<file path="src/rtl/ray_result_pkg.sv">
// Shared types for the nearest-hit result path: field widths, the miss
// sentinel, the packed result record and the FIFO occupancy states.
package ray_result_pkg;

   localparam int T_W   = 32;
   localparam int UV_W  = 16;
   localparam int TRI_W = 16;
   localparam int RAY_W = 16;

   localparam logic [T_W-1:0] MISS_T_DEFAULT = 32'hFFFF_FFFF;

   typedef struct packed {
      logic [RAY_W-1:0] ray_id;
      logic             hit;
      logic [T_W-1:0]   t;
      logic [UV_W-1:0]  u;
      logic [UV_W-1:0]  v;
      logic [TRI_W-1:0] tri_id;
   } ray_result_t;

   typedef enum logic [1:0] {
      ST_EMPTY,
      ST_PARTIAL,
      ST_FULL
   } fifo_state_e;

   // Misses collapse to one canonical record so the writer never sees stale
   // comparator contents.
   function automatic ray_result_t canon_result(
      input logic [RAY_W-1:0] ray_id,
      input logic             hit,
      input logic [T_W-1:0]   t,
      input logic [UV_W-1:0]  u,
      input logic [UV_W-1:0]  v,
      input logic [TRI_W-1:0] tri_id,
      input logic [T_W-1:0]   miss_t
   );
      ray_result_t r;
      r.ray_id = ray_id;
      r.hit    = hit;
      r.t      = hit ? t      : miss_t;
      r.u      = hit ? u      : '0;
      r.v      = hit ? v      : '0;
      r.tri_id = hit ? tri_id : '0;
      return r;
   endfunction

endpackage

</file>
<file path="src/rtl/ray_result_mem.sv">
// Result storage for ray_result_fifo: one synchronous write port and one
// asynchronous read port over DEPTH packed result records.
module ray_result_mem
   import ray_result_pkg::*;
#(
   parameter int unsigned DEPTH = 4,
   parameter int unsigned PTR_W = 2
) (
   input  logic             clk,
   input  logic             i_wr_en,
   input  logic [PTR_W-1:0] i_wr_addr,
   input  ray_result_t      i_wr_data,
   input  logic [PTR_W-1:0] i_rd_addr,
   output ray_result_t      o_rd_data
);

   ray_result_t r_mem [DEPTH];

   // NOTE: the array has no reset; an entry is only read after it has been
   // written, so clearing it would add reset fan-out for no functional gain.
   always_ff @(posedge clk) begin
      if (i_wr_en) begin
         r_mem[i_wr_addr] <= i_wr_data;
      end
   end

   assign o_rd_data = r_mem[i_rd_addr];

endmodule

</file>
<file path="src/rtl/ray_result_fifo.sv">
// Captures one comparator result per finished ray, re-arms the comparator and
// queues the results for the writer with a registered first-word-fall-through head.
module ray_result_fifo
   import ray_result_pkg::*;
#(
   parameter int unsigned    DEPTH  = 4,
   parameter logic [T_W-1:0] MISS_T = MISS_T_DEFAULT
) (
   input  logic             clk,
   input  logic             globalreset,
   input  logic [T_W-1:0]   t,
   input  logic [UV_W-1:0]  u,
   input  logic [UV_W-1:0]  v,
   input  logic [TRI_W-1:0] triID,
   input  logic             anyhit,
   input  logic [RAY_W-1:0] rayID,
   input  logic             raydone,
   input  logic             flush,
   output logic             nearreset,
   output logic             full,
   output logic             overflow,
   output logic             out_valid,
   input  logic             out_ready,
   output logic [RAY_W-1:0] out_rayID,
   output logic             out_hit,
   output logic [T_W-1:0]   out_t,
   output logic [UV_W-1:0]  out_u,
   output logic [UV_W-1:0]  out_v,
   output logic [TRI_W-1:0] out_triID
);

   localparam int PTR_W = $clog2(DEPTH);
   localparam int CNT_W = PTR_W + 1;
   localparam logic [CNT_W-1:0] FULL_CNT = CNT_W'(DEPTH);

   logic [PTR_W-1:0] r_wr_ptr, r_rd_ptr;
   logic [PTR_W-1:0] w_wr_ptr_next, w_rd_ptr_next;
   logic [CNT_W-1:0] r_count, w_count_next;
   logic             r_overflow, r_nearreset;
   ray_result_t      r_head;
   ray_result_t      w_entry, w_mem_rd, w_head_next;
   fifo_state_e      w_state;
   logic             w_push, w_pop, w_drop;

   always_comb begin
      w_state = ST_PARTIAL;
      if (r_count == '0) begin
         w_state = ST_EMPTY;
      end else if (r_count == FULL_CNT) begin
         w_state = ST_FULL;
      end
   end

   assign full      = (w_state == ST_FULL);
   assign out_valid = (w_state != ST_EMPTY);
   assign overflow  = r_overflow;
   assign nearreset = r_nearreset;

   // flush wins over both handshakes; a full FIFO still accepts when it pops.
   assign w_pop  = out_valid & out_ready & ~flush;
   assign w_push = raydone & ~flush & (~full | w_pop);
   assign w_drop = raydone & ~flush & full & ~w_pop;

   assign w_entry = canon_result(rayID, anyhit, t, u, v, triID, MISS_T);

   always_comb begin
      w_count_next  = r_count;
      w_wr_ptr_next = r_wr_ptr;
      w_rd_ptr_next = r_rd_ptr;
      if (flush) begin
         w_count_next  = '0;
         w_wr_ptr_next = '0;
         w_rd_ptr_next = '0;
      end else begin
         if (w_push) w_wr_ptr_next = r_wr_ptr + PTR_W'(1);
         if (w_pop)  w_rd_ptr_next = r_rd_ptr + PTR_W'(1);
         if (w_push && !w_pop) begin
            w_count_next = r_count + CNT_W'(1);
         end else if (w_pop && !w_push) begin
            w_count_next = r_count - CNT_W'(1);
         end
      end
   end

   ray_result_mem #(
      .DEPTH (DEPTH),
      .PTR_W (PTR_W)
   ) u_mem (
      .clk       (clk),
      .i_wr_en   (w_push),
      .i_wr_addr (r_wr_ptr),
      .i_wr_data (w_entry),
      .i_rd_addr (w_rd_ptr_next),
      .o_rd_data (w_mem_rd)
   );

   // The next head may be the entry being written this very cycle.
   assign w_head_next = (w_push && (r_wr_ptr == w_rd_ptr_next)) ? w_entry : w_mem_rd;

   // NOTE: all state below uses non-blocking assignments so every register
   // samples the pre-edge values computed by the combinational logic above.
   always_ff @(posedge clk or posedge globalreset) begin
      if (globalreset) begin
         r_wr_ptr    <= '0;
         r_rd_ptr    <= '0;
         r_count     <= '0;
         r_overflow  <= 1'b0;
         r_nearreset <= 1'b0;
         r_head      <= '0;
      end else begin
         r_wr_ptr    <= w_wr_ptr_next;
         r_rd_ptr    <= w_rd_ptr_next;
         r_count     <= w_count_next;
         r_nearreset <= raydone;
         if (flush) begin
            r_overflow <= 1'b0;
         end else if (w_drop) begin
            r_overflow <= 1'b1;
         end
         if (w_count_next != '0) begin
            r_head <= w_head_next;
         end
      end
   end

   assign out_rayID = r_head.ray_id;
   assign out_hit   = r_head.hit;
   assign out_t     = r_head.t;
   assign out_u     = r_head.u;
   assign out_v     = r_head.v;
   assign out_triID = r_head.tri_id;

endmodule

</file>
<file path="config.mk">
export PLATFORM = sky130hd
export DESIGN_NAME = ray_result_fifo
export DESIGN_NICKNAME = d
export VERILOG_FILES = /design/src/rtl/ray_result_pkg.sv /design/src/rtl/ray_result_mem.sv /design/src/rtl/ray_result_fifo.sv
export SDC_FILE = /design/constraint.sdc
export NUM_CORES = 1
export LEC_CHECK = 0
export ABC_CLOCK_PERIOD_IN_PS = 6800
export BUFFER_PORTS_ARGS = -buffer_cell sky130_fd_sc_hd__buf_2
export CAP_MARGIN = 20
export CELL_PAD_IN_SITES_DETAIL_PLACEMENT = 2
export CELL_PAD_IN_SITES_GLOBAL_PLACEMENT = 2
export CORE_ASPECT_RATIO = 0.6
export CORE_MARGIN = 4
export CORE_UTILIZATION = 45
export DETAILED_ROUTE_END_ITERATION = 6
export PLACE_DENSITY_LB_ADDON = 0.1
export REMOVE_ABC_BUFFERS = 1
export SLEW_MARGIN = 20
export SYNTH_ARGS = -nofsm -noshare
export SYNTH_HDL_FRONTEND = slang
export SYNTH_SLANG_ARGS = --single-unit
</file>
<file path="constraint.sdc">
create_clock -name clk -period 6.8 [get_ports clk]
set_input_delay 1.36 -clock clk [delete_from_list [all_inputs] [get_ports clk]]
set_output_delay 1.36 -clock clk [all_outputs]
set_load 0.05 [all_outputs]
</file>
==> impl_results.md <==
- Run status: complete, no violations
- HPWL Detailed: approximately 34 mm
- Die Area: 48000 sq um
- Final hold vios: 0
- Area share of the largest cell type after synthesis: 58.2%
- Post-Syn Area: 20000 sq um
- IO Count: roughly 200
- Root Driver: clkbuf_16
- Most frequent cells after synthesis: edfxtp_1 (388), a21oi_1 (259), dfrtp_1 (106)
- Cts hold-fix bufs: 0
- Die height: 171 um
- Wirelength per Cell: 27.2 um
- Finished Layout Cells: 2222
- CTS tree: yes
- Die Span X: ~280 um
- Mapped Cells: 1441
- PostCTS Resize Cnt: 0
- Inst Count DP: 2133
- CP Capture Type: flip-flop
- Worst R2R End: out_t[26]$_DFFE_PP0P_
- Clock Sink Count: 494
- Clk_lat worst skew: 0.57 ns
- Final setup fails: 0
- Yosys cell types: 37
- CORE AREA: 43600 sq um
- Post-CTS Setup Bufs: 0
- Critical path's slowest cell: o211ai_1
- First-pass GRT wire length: between 90 and 100 mm
- Hold WC Path Type: flip-flop to flip-flop
- Critical Path End: out_t[26]$_DFFE_PP0P_
- Worst reg-to-reg setup slack: 2.35 ns
- DR vias/cell: ~5.9
- Hold Path Depth: 1
- Routability congestion estimate: 0.763
- Placement Cell Area: 21500 sq um
- Crit path launch: out_ready
- Hold slack: 0.509 ns
- Pre-CTS WS: between 1.5 and 2 ns
- Final Cycle Share: 67.5%
- Synthesis-to-layout area growth: 15.1%
- Filler Cells Inserted: between 4000 and 5000
- Worst path buffer plus inverter count: 2
- Starting density of the core: 45.9%
- Worst Reg2Reg Path Length in Cells: 9
- Leakage: 8.26 nW
- CTS Buf Count: 47
- Worst r2r src: r_count[0]$_DFF_PP0_
- Routed via count: 13200
- Setup Skew: 0.0129 ns
- Row count: 59
- Top Family by Delay on Critical Path: compound AO/OA/AOI/OAI gates
- Slew Limit Fails: 0
- Final critical-path required period: 4.59 ns
- CP peak stage delay: 0.88 ns
- Cells along the critical path: buf_2, nand2_1, o211ai_1, and2_4, clkinv_4, a211oi_1, o22ai_1, a22o_1
- Sequential fraction of the synthesis area: between 70% and 80%
- Unrepaired setup endpoints after global routing: false
- First drt pass iteration count: 4
- GRT Residual Overflow: 0
- Synth area leader: edfxtp_1
- Synthesis Warnings: 0
- Final WL: 60.5 mm
- Maxcap violations: 0
- Number of global-route vias before repair: 14900
- Worst-margin pin slew: 1.08 ns
- Final instance area: between 20000 and 25000 sq um
- Power Density: 423 nW/um^2
- Worst VDD drop: 238 uV
- Setup ws final: roughly 2.2 ns
- Number of synthesized register bits: 494
- IO buf count: 202
- Gr usage total: 25.1%
- Synth area leaders: edfxtp_1 (58%), dfrtp_1 (13%), a21oi_1 (6.5%), mux2i_1 (4.3%), a221o_1 (4.3%)
- Async SR Flop Fraction: between 20 and 25%
- Number of cells on the critical path: 8
- Slew headroom: 27.8%
- Critical path class: input port to flip-flop
- Most common cell in the netlist: edfxtp_1
- Fraction of final layout cells sized beyond drive strength 1: 18.5%
- Number of nets with antenna violations after routing: 0
- Clock transition at path regs: 0.06 ns
- Synth Area per Inst: 13.9 sq um
- Clock Path Buffers: 3
- CP Max Fanout: 98
- CP Data Required Time: 7.24 ns
- Main synth FF type: edfxtp_1
- Initial antenna violation count: 3
- Startpoint types: input port
- Initial DRC Count: roughly 1000
- Crit path DAT: 5.03 ns
- H-tree levels: 2
- Worst Min Path Start: out_t[27]$_DFFE_PP0P_
- Number of synthesized flops with an enable pin: 388
- Final Core Density: 52.8%
- Largest net degree at the start of global routing: 134
- DRC viols: 0
- Max Clock Freq: approximately 220 MHz
- Fin nets: between 1500 and 2000
==> report_power, final <==
part	total, mW	switching (mW)	internal [mW]
clock network	2.64	1.13	1.51
logic	3.21	2.38	0.827
registers	3.89	0.234	3.66
total	9.75	3.75	6.00
==> cell type report <==
type | instances | area (sq um) | share of cell area, %
flip-flops and latches | 494 | 14300 | 62.1
clock buffers | 78 | 1440 | 6.23
well taps | 579 | 724 | 3.14
repair buffers | 224 | 1190 | 5.16
inverters | 11 | 56.3 | 0.244
multi-input cells | 825 | 5230 | 22.7
diodes | 2 | 5.00 | 0.0217
clock inverters | 9 | 92.6 | 0.402
==> how the worst min path moves through the flow <==
stage                            end  slack, ns
2_1_floorplan   r_count[2]$_DFF_PP0_       0.56
6_report       out_t[27]$_DFFE_PP0P_       0.51
3_3_place_gp    overflow$_DFFE_PP0P_       0.48
3_5_place_dp   out_t[25]$_DFFE_PP0P_       0.50
4_1_cts        out_t[25]$_DFFE_PP0P_       0.51
5_1_grt        out_t[28]$_DFFE_PP0P_       0.53
==> cells in the final DEF, fill, tap and decap left out, types with 2 or more instances in the layout <==
cell and n:
edfxtp_1 388, a21oi_1 258, buf_2 202, dfrtp_1 105
nor2_1 92, nand2_1 90, mux2i_1 86, a221o_1 85
and2_1 49, clkbuf_16 49, nand2b_1 33, a211oi_1 26
buf_4 21, clkbuf_1 19, nor2b_1 15, and3_1 14
o22ai_1 12, o31a_1 12, a22o_1 12, clkbuf_8 10
inv_1 8, ha_1 7, and2_4 5, clkinv_2 5
nand4_1 4, nor4_1 3, nor3_1 3, o211ai_1 3
diode_2 2, xnor2_1 2, a31oi_1 2, nand3_1 2
clkinv_1 2, bufinv_16 2
==> layer usage <==
layer  part of all wire, %  vias to the layer above  GRT usage [%]  wire length [um]
li1                      -                     5775              -                 -
met1                    43                     7001           33.1             26100
met2                    51                      306           44.6             30700
met3                   3.9                       78           3.45              2340
met4                   2.2                        0           6.38              1340
met5                     0                        -              0                 0
==> metrics by stage <==
| step | TNS [ns] | power (mW) |
|---|---|---|
| finish | 0 | 9.75 |
| global route | 0 | 10.2 |
| CTS | 0 | 9.83 |
| detailed placement | 0 | 7.16 |
| global placement | 0 | 7.00 |
| floorplan | -269.30 | 6.22 |
==> sequential cells by signal, indices dropped and copies added, names as in the netlist <==
register     count
nearreset        1
out_hit          1
out_rayID       16
out_t           32
out_triID       16
out_u           16
out_v           16
overflow         1
r_count          3
r_rd_ptr         2
r_wr_ptr         2
u_mem.r_mem    388
==> logic make-up after synthesis <==
logic type	Yosys count	synth area share (%)
AOI/OAI and AO/OA	417	13.5
adders and majority gates	7	0.438
DFF	494	71.5
and+or+nand+nor	312	7.47
xor gates and xnor gates	3	0.131
buffers and inverters	122	2.66
muxes	86	4.30
Power figures use the tool's default switching activity.
